===== src/rtl/lamp_driver_pkg.sv =====
// lamp_driver_pkg: light codes, lamp bit positions, fault codes and helpers
package lamp_driver_pkg;
   localparam logic [1:0] CODE_FAIL   = 2'b00;
   localparam logic [1:0] CODE_GREEN  = 2'b01;
   localparam logic [1:0] CODE_YELLOW = 2'b10;
   localparam logic [1:0] CODE_RED    = 2'b11;
   localparam int LAMP_R = 2;
   localparam int LAMP_Y = 1;
   localparam int LAMP_G = 0;
   localparam logic [1:0] FC_NONE     = 2'b00;
   localparam logic [1:0] FC_CONFLICT = 2'b01;
   localparam logic [1:0] FC_SKIP     = 2'b10;
   typedef enum logic [1:0] {NORMAL, FLASH, FAULT} state_t;
   function automatic logic [2:0] lamp_of(input logic [1:0] code);
      lamp_of = '0;
      lamp_of[LAMP_R] = code == CODE_RED;
      lamp_of[LAMP_Y] = code == CODE_YELLOW;
      lamp_of[LAMP_G] = code == CODE_GREEN;
   endfunction
   function automatic logic is_go(input logic [1:0] code);
      is_go = code == CODE_GREEN || code == CODE_YELLOW;
   endfunction
endpackage


===== src/rtl/flash_timer.sv =====
// flash_timer: half-period counter with ON/OFF phase; on_next is the phase the next edge will hold
module flash_timer #(
   parameter int HALF = 4
) (
   input  logic Clock,
   input  logic Reset,
   input  logic restart,
   input  logic en,
   output logic on_next
);
   logic [7:0] count;
   logic [7:0] count_next;
   logic       phase;
   logic       wrap;
   always_comb begin
      wrap       = en && count == 8'(HALF - 1);
      count_next = restart || wrap ? '0 : en ? count + 8'd1 : count;
      on_next    = restart ? 1'b1 : wrap ? ~phase : phase;
   end
   always_ff @(posedge Clock) begin
      if (Reset) begin
         count <= '0;
         phase <= 1'b1;
      end else begin
         count <= count_next;
         phase <= on_next;
      end
   end
endmodule


===== src/rtl/lamp_driver.sv =====
// lamp_driver: decodes three light codes to lamps, watching for conflicts and skipped yellows;
// falls back to a red flash on FAIL codes and latches a fault until reset.
module lamp_driver
   import lamp_driver_pkg::*;
#(
   parameter int FLASH_HALF = 4
) (
   input  logic       Clock,
   input  logic       Reset,
   input  logic [1:0] L1,
   input  logic [1:0] L2,
   input  logic [1:0] L3,
   output logic [2:0] Lamp1,
   output logic [2:0] Lamp2,
   output logic [2:0] Lamp3,
   output logic       Fault,
   output logic [1:0] FaultCode
);
   state_t     st, st_n;
   logic [1:0] p1, p2, p3;
   logic [1:0] code_n;
   logic [2:0] n1, n2, n3, flash;
   logic       conflict, skip, any_fail, all_red, on_next;
   flash_timer #(.HALF(FLASH_HALF)) u_timer (
      .Clock  (Clock),
      .Reset  (Reset),
      .restart(st == NORMAL),
      .en     (st != NORMAL),
      .on_next(on_next)
   );
   always_comb begin
      conflict = is_go(L1) && (is_go(L2) || is_go(L3));
      skip     = (L1 == CODE_RED && p1 == CODE_GREEN) || (L2 == CODE_RED && p2 == CODE_GREEN)
               || (L3 == CODE_RED && p3 == CODE_GREEN);
      any_fail = L1 == CODE_FAIL || L2 == CODE_FAIL || L3 == CODE_FAIL;
      all_red  = L1 == CODE_RED && L2 == CODE_RED && L3 == CODE_RED;
      flash    = {on_next, 2'b00};
      st_n     = st;
      code_n   = FaultCode;
      n1       = flash;
      n2       = flash;
      n3       = flash;
      case (st)
         NORMAL:
            if (conflict || skip) begin
               st_n   = FAULT;
               code_n = conflict ? FC_CONFLICT : FC_SKIP;
            end else if (any_fail) begin
               st_n = FLASH;
            end else begin
               n1 = lamp_of(L1);
               n2 = lamp_of(L2);
               n3 = lamp_of(L3);
            end
         FLASH:
            if (conflict) begin
               st_n   = FAULT;
               code_n = FC_CONFLICT;
            end else if (all_red) begin
               st_n = NORMAL;
               n1   = lamp_of(L1);
               n2   = lamp_of(L2);
               n3   = lamp_of(L3);
            end
         default: ;
      endcase
   end
   always_ff @(posedge Clock) begin
      if (Reset) begin
         st        <= FLASH;
         Lamp1     <= 3'b100;
         Lamp2     <= 3'b100;
         Lamp3     <= 3'b100;
         Fault     <= 1'b0;
         FaultCode <= FC_NONE;
         p1        <= CODE_RED;
         p2        <= CODE_RED;
         p3        <= CODE_RED;
      end else begin
         st        <= st_n;
         Lamp1     <= n1;
         Lamp2     <= n2;
         Lamp3     <= n3;
         Fault     <= st_n == FAULT;
         FaultCode <= code_n;
         p1        <= L1;
         p2        <= L2;
         p3        <= L3;
      end
   end
endmodule


===== config.mk =====
export PLATFORM = sky130hd
export DESIGN_NAME = lamp_driver
export DESIGN_NICKNAME = d
export VERILOG_FILES = /design/src/rtl/lamp_driver_pkg.sv /design/src/rtl/flash_timer.sv /design/src/rtl/lamp_driver.sv
export SDC_FILE = /design/constraint.sdc
export NUM_CORES = 1
export LEC_CHECK = 0
export BUFFER_PORTS_ARGS = -buffer_cell sky130_fd_sc_hd__buf_4
export CAP_MARGIN = 10
export CORE_UTILIZATION = 24
export DETAILED_ROUTE_END_ITERATION = 7
export GPL_TIMING_DRIVEN = 0
export PLACE_DENSITY = 0.46
export SLEW_MARGIN = 10
export SYNTH_ARGS = -nofsm -noshare
export SYNTH_HDL_FRONTEND = slang
export SYNTH_SLANG_ARGS = --single-unit

===== constraint.sdc =====
create_clock -name Clock -period 5 [get_ports Clock]
set_clock_uncertainty 0.2 [all_clocks]
set_input_delay 1 -clock Clock [delete_from_list [all_inputs] [get_ports Clock]]
set_output_delay 1 -clock Clock [all_outputs]
set_load 0.02 [all_outputs]

# After elaboration in Yosys (flattened, before gate mapping)
# Index checks and enable logic that the tools add are counted.
[word_totals]
ff_bits = 29
input_bits = 8
word_cells = 81
[op_classes]
add_sub_neg = 1
eq_ne = 17
muxes = 26
n_bitwise = 1
n_reduce_logical = 25
[op_table]
columns = ["op", "n"]
rows = [
  ["2-to-1 mux 3 bit", 12],
  ["case mux 3 bit (2 select lines)", 3],
  ["equality test 2 x 1 -> 1 bit (second input constant)", 7],
  ["equality test 2 bit (second input constant)", 7],
  ["2-to-1 mux 2 bit", 7],
  ["logical OR 1 bit", 10],
  ["adder 8 x 1 -> 8 bit (second input constant)", 1],
  ["equality test 8 x 2 -> 1 bit (second input constant)", 1],
  ["zero test 2 bit", 4],
  ["case mux 2 bit (2 select lines)", 2],
  ["logical AND 1 bit", 7],
  ["!= test 2 bit (second input constant)", 2],
  ["nonzero test 2 bit", 2],
  ["AND reduction 3 bit", 1],
  ["2-to-1 mux 1 bit", 2],
  ["OR reduction 2 bit", 1],
  ["NOT 1 bit", 1],
]

# Depth between registers and ports, before layout
[logic_depth]
word_depth = 8
ltp_mapped = 6
depth_no_buf = 6

# Modules after synthesis
# A second synthesis with hierarchy kept.
[hier_totals]
hier_cells = 133
hier_area_um2 = 1386.3
[by_module_without_submodules]
columns = ["module", "n_inst", "cells_each", "area_per_inst_um2"]
rows = [
  ["lamp_driver", 1, 88, 959.7],
  ["flash_timer", 1, 45, 426.7],
]

# Worst setup path after synthesis
# No wires, ideal clock.
[synth_timing]
path_type = "in2reg"
from = "in L2[0]"
to = "reg Lamp1[0]"
setup_time_ns = 0.064
t_arrival_ns = 2.284
required_ns = 4.736
path_slack_ns = 2.453
stages = 6
cell_sequence = "inv_1 -> ha_1 -> or3_1 -> or3_1 -> o2bb2a_4 -> nor2_1"
[synth_via]
elab_chain_len = 7
word_cells_on_any_way = 20
classes_between = "eq/ne: 3; mux: 5; reduce/logical: 12"
[synth_lines]
columns = ["item", "line_no", "text"]
rows = [
  ["start, declared", "lamp_driver.sv:11", "input logic [1:0] L2,"],
  ["equality test 2 x 1 -> 1 bit, or another cell as far along", "lamp_driver_pkg.sv:21", "is_go = code == CODE_GREEN || code == CODE_YELLOW;"],
  ["logical OR 1 bit or logical AND 1 bit (tied branches)", "lamp_driver_pkg.sv:21, lamp_driver.sv:33", ""],
  ["logical OR 1 bit (on tied branches)", "lamp_driver.sv:32, lamp_driver.sv:33", ""],
  ["logical AND 1 bit or logical OR 1 bit (tied branches)", "lamp_driver.sv:32, lamp_driver.sv:34", ""],
  ["logical OR 1 bit", "lamp_driver.sv:45", "if (conflict || skip) begin"],
  ["2-to-1 mux 3 bit", "lamp_driver.sv:45", ""],
  ["case mux 3 bit (2 select lines) *", "lamp_driver.sv:43", "case (st)"],
  ["end signal, assigned", "lamp_driver.sv:81", "Lamp1 <= n1;"],
  ["end, declared", "lamp_driver.sv:13", "output logic [2:0] Lamp1,"],
]
# Mark *: on every way between the ends. The rest lies on a longest branch, timed or not.
# A chain may end at the register's enable or synchronous reset.

# Final worst setup path
[layout_timing]
from = "in L2[0]"
to = "reg st[0]"
[layout_via]
elab_chain_len = 7
word_cells_on_any_way = 20
classes_between = "eq/ne: 3; mux: 5; reduce/logical: 12"
[layout_lines]
columns = ["item", "line_no", "text"]
rows = [
  ["equality test 2 x 1 -> 1 bit, or another cell as far along", "lamp_driver_pkg.sv:21", ""],
  ["logical OR 1 bit or logical AND 1 bit (tied branches)", "lamp_driver_pkg.sv:21, lamp_driver.sv:33", ""],
  ["logical OR 1 bit (on tied branches)", "lamp_driver.sv:32, lamp_driver.sv:33", ""],
  ["logical AND 1 bit or logical OR 1 bit (tied branches)", "lamp_driver.sv:32, lamp_driver.sv:34", ""],
  ["logical OR 1 bit", "lamp_driver.sv:45", ""],
  ["2-to-1 mux 2 bit", "lamp_driver.sv:45", ""],
  ["case mux 2 bit (2 select lines) *", "lamp_driver.sv:43", ""],
  ["end signal, assigned", "lamp_driver.sv:80", "st <= st_n;"],
  ["end, declared", "lamp_driver.sv:19", "state_t st, st_n;"],
]
# Marked as above.

==> results.cfg <==
[status]
status = finished, final reports clean

[place]
dpl.cell_count = 219
port_buffers = 19
dp_hpwl_microns = 1890
gp_congestion = 0.735
dp_slack_ns = 2.11

[global_route]
grt_max_degree = 11
grt_pass1_vias = 990
grt_pass1_wl_microns = 4240
grt_usage_pct = 10.6
antenna_found_initial = 0
overflow = 0

[finish]
syn2layout_area_growth_pct = 25.0
layout_common_cells = dfxtp_1, nor2_1, buf_4, ha_1, nand2_1
antenna_cells = 0
drive_above_1_share_pct = 23.7
nets = 177
stdcell_count = 226
final_util_pct = 31.1
layout_commonest_cell = dfxtp_1

[cts]
cts-root-buf = clkbuf_8
cts_tree = built
cts_setup_buffers = 0
clock-sinks = 29
clockBufferDepth = 2
clkSlewWorstSetupHoldPaths_ns = 0.05
cts.htree.levels = 2
cts_hold_buf = 0
numCtsBuffers = 5
cts.repair.resized = 0
insertion_delay_ns = 0.28

[synth]
synth_flop_cell = dfxtp_1
syn_avg_cell_area_sq_um = 9.72
synth_edf_count = 0
synthAdderAreaFrac_pct = 12.9
syn-cell-area_sq_mm = 0.00126
synth_cells = 130
synth_fp_nets = 151
synth_cell_type_count = 29
yosys_warnings = 0
async_flop_share_pct = 0
synth_top_family_by_area = simple AND/OR/NAND/NOR gates
synthSimpleGateAreaFrac_pct = 22.3
seq_area_frac_synth_pct = 45.9
synth-seq-cells = 29
synth-compound-area-share_pct = 10.7
muxShareOfSynthArea_pct = 0
synthXorXnorAreaFrac_pct = 4.85

[sta]
max_freq_mhz = 385
period_minus_slack_ns = 2.60
tns_ns = 0
tightest_slew_ns = 0.492
final_max_slew_viol_count = 0
rsz0062_at_grt = false
setup_viol = 0
timing.final.ws_setup_ns = 2.40
hold_violations = 0
relSlewSlack_pct = 67.1
period_share_pct = 52.0

[pwr]
powerDensity_mw_per_mm2 = 346
seq_power_share_pct = 47.0
switching_share_pct = 26.9
peakVddDrop_uv = 115
internal_power_w = 0.000400
net-switching-power_w = 0.000147
leakage_nw = 0.655
power_frac_clock_pct = 34.5
comb_power_share_pct = 18.5

[routing]
wl_microns = 2490
drc_errors = 0
dr.pass1.iters = 4
wl_per_cell_microns = 11.0
first_iter_violations = 16
via_per_inst = 4.34
ant_nets = 0
num_vias = 981

[worst_setup_path]
cpMaxStageDelayCell = nor3_1
crit_arrival_ns = 2.62
startpoint_type = input port
crit_required_ns = 5.02
worst_setup_path_end_kind = register
cp_cell_sequence = buf_4 > inv_1 > ha_1 > o21ai_0 > nand4_1 > nor3_1 > a221o_1
cp_max_fo = 7
slowest_delay_ns = 0.36
worstRegToRegCells = 6
path_class = input port to register

[die]
die_area_sq_mm = 0.00556
rows = 26
die_w_microns = 74.6
start_util_pct = 24.9
design.core.area_sq_mm = 0.00507
io_pins = 20
die_h_microns = 74.6

[job]
cap_violations = 0

[hold_path]
min_path_cells = 1
hold_class = register to register
## layer usage
layer	share of wire [%]	track usage (%)	up-vias
met2	47	16.9	30
met4	3.7	7.13	0
met1	43	11.3	456
li1	-	-	484
met5	0	0	-
met3	6.0	4.61	11
## Yosys cell counts (3+ instances only)
library cell,count,area share (%)
a21oi_1,3,1.2
clkbuf_1,3,0.89
dfxtp_1,29,46
ha_1,13,13
inv_1,7,2.1
nand2_1,10,3.0
nand3b_1,3,1.8
nor2_1,20,5.9
nor3_1,4,1.6
o211ai_1,3,1.8
o31ai_1,3,1.8
or2_2,7,3.5
xnor2_1,4,2.8
xor2_1,3,2.1
## power groups by stage
stage / registers, W / logic [W] / clock network [W]
after floorplan: 0.000270 / 0.0000582 / 0
after global placement: 0.000261 / 0.0000998 / 0
after detailed placement: 0.000262 / 0.000102 / 0
after CTS: 0.000257 / 0.000102 / 0.000199
after global routing: 0.000258 / 0.000114 / 0.000209
final: 0.000257 / 0.000101 / 0.000189
## metrics by stage
step | hold slack [ns] | power [W] | instance area, sq um
floorplan | 0.217 | 0.000329 | 1260
global placement | 0.232 | 0.000361 | 1490
detailed placement | 0.238 | 0.000364 | 1490
CTS | 0.252 | 0.000558 | 1580
global route | 0.277 | 0.000581 | 1580
finish | 0.249 | 0.000547 | 1580
## layout make-up
class	instances	area, sq um
inverters	7	26.3
flip-flops and latches	29	581
multi-input cells	90	641
clock buffers	7	86.3
fillers	552	3490
well taps	70	87.6
plain buffers	4	16.3
repair buffers	19	143
## worst max-delay path: cells and delay by family
kind	cells	cell delay (ns)
AO/OA/AOI/OAI	2	0.48
adder cells (fa/ha/maj)	1	0.28
buffers and inverters	2	0.17
AND/OR/NAND/NOR	2	0.69
## flip-flops by register name (all words and copies together) (netlist names)
register / flops
Fault: 1
Lamp1: 3
FaultCode: 2
u_timer.phase: 1
Lamp3: 3
p3: 2
u_timer.count: 8
p2: 2
p1: 2
Lamp2: 3
st: 2
## cells by family (layout without fill, tap and decap cells)
group           count (synthesis)  count (layout)
simple gates                   53              53
compound gates                 17              17
xor+xnor                        7               7
fa+ha+maj                      13              13
buf+inv                        11              37
flops                          29              29
## path summary, 6_finish.rpt
path / from / end / slack (ns)
setup / recovery: L2[0] / st[0] / 2.40
hold / removal: u_timer.count[0] / u_timer.count[0] / 0.25
hold reg to reg: u_timer.count[0] / u_timer.count[0] / 0.25
setup reg to reg: u_timer.count[0] / u_timer.count[5] / 3.10
Note: power is estimated with default switching activity, not from simulation.
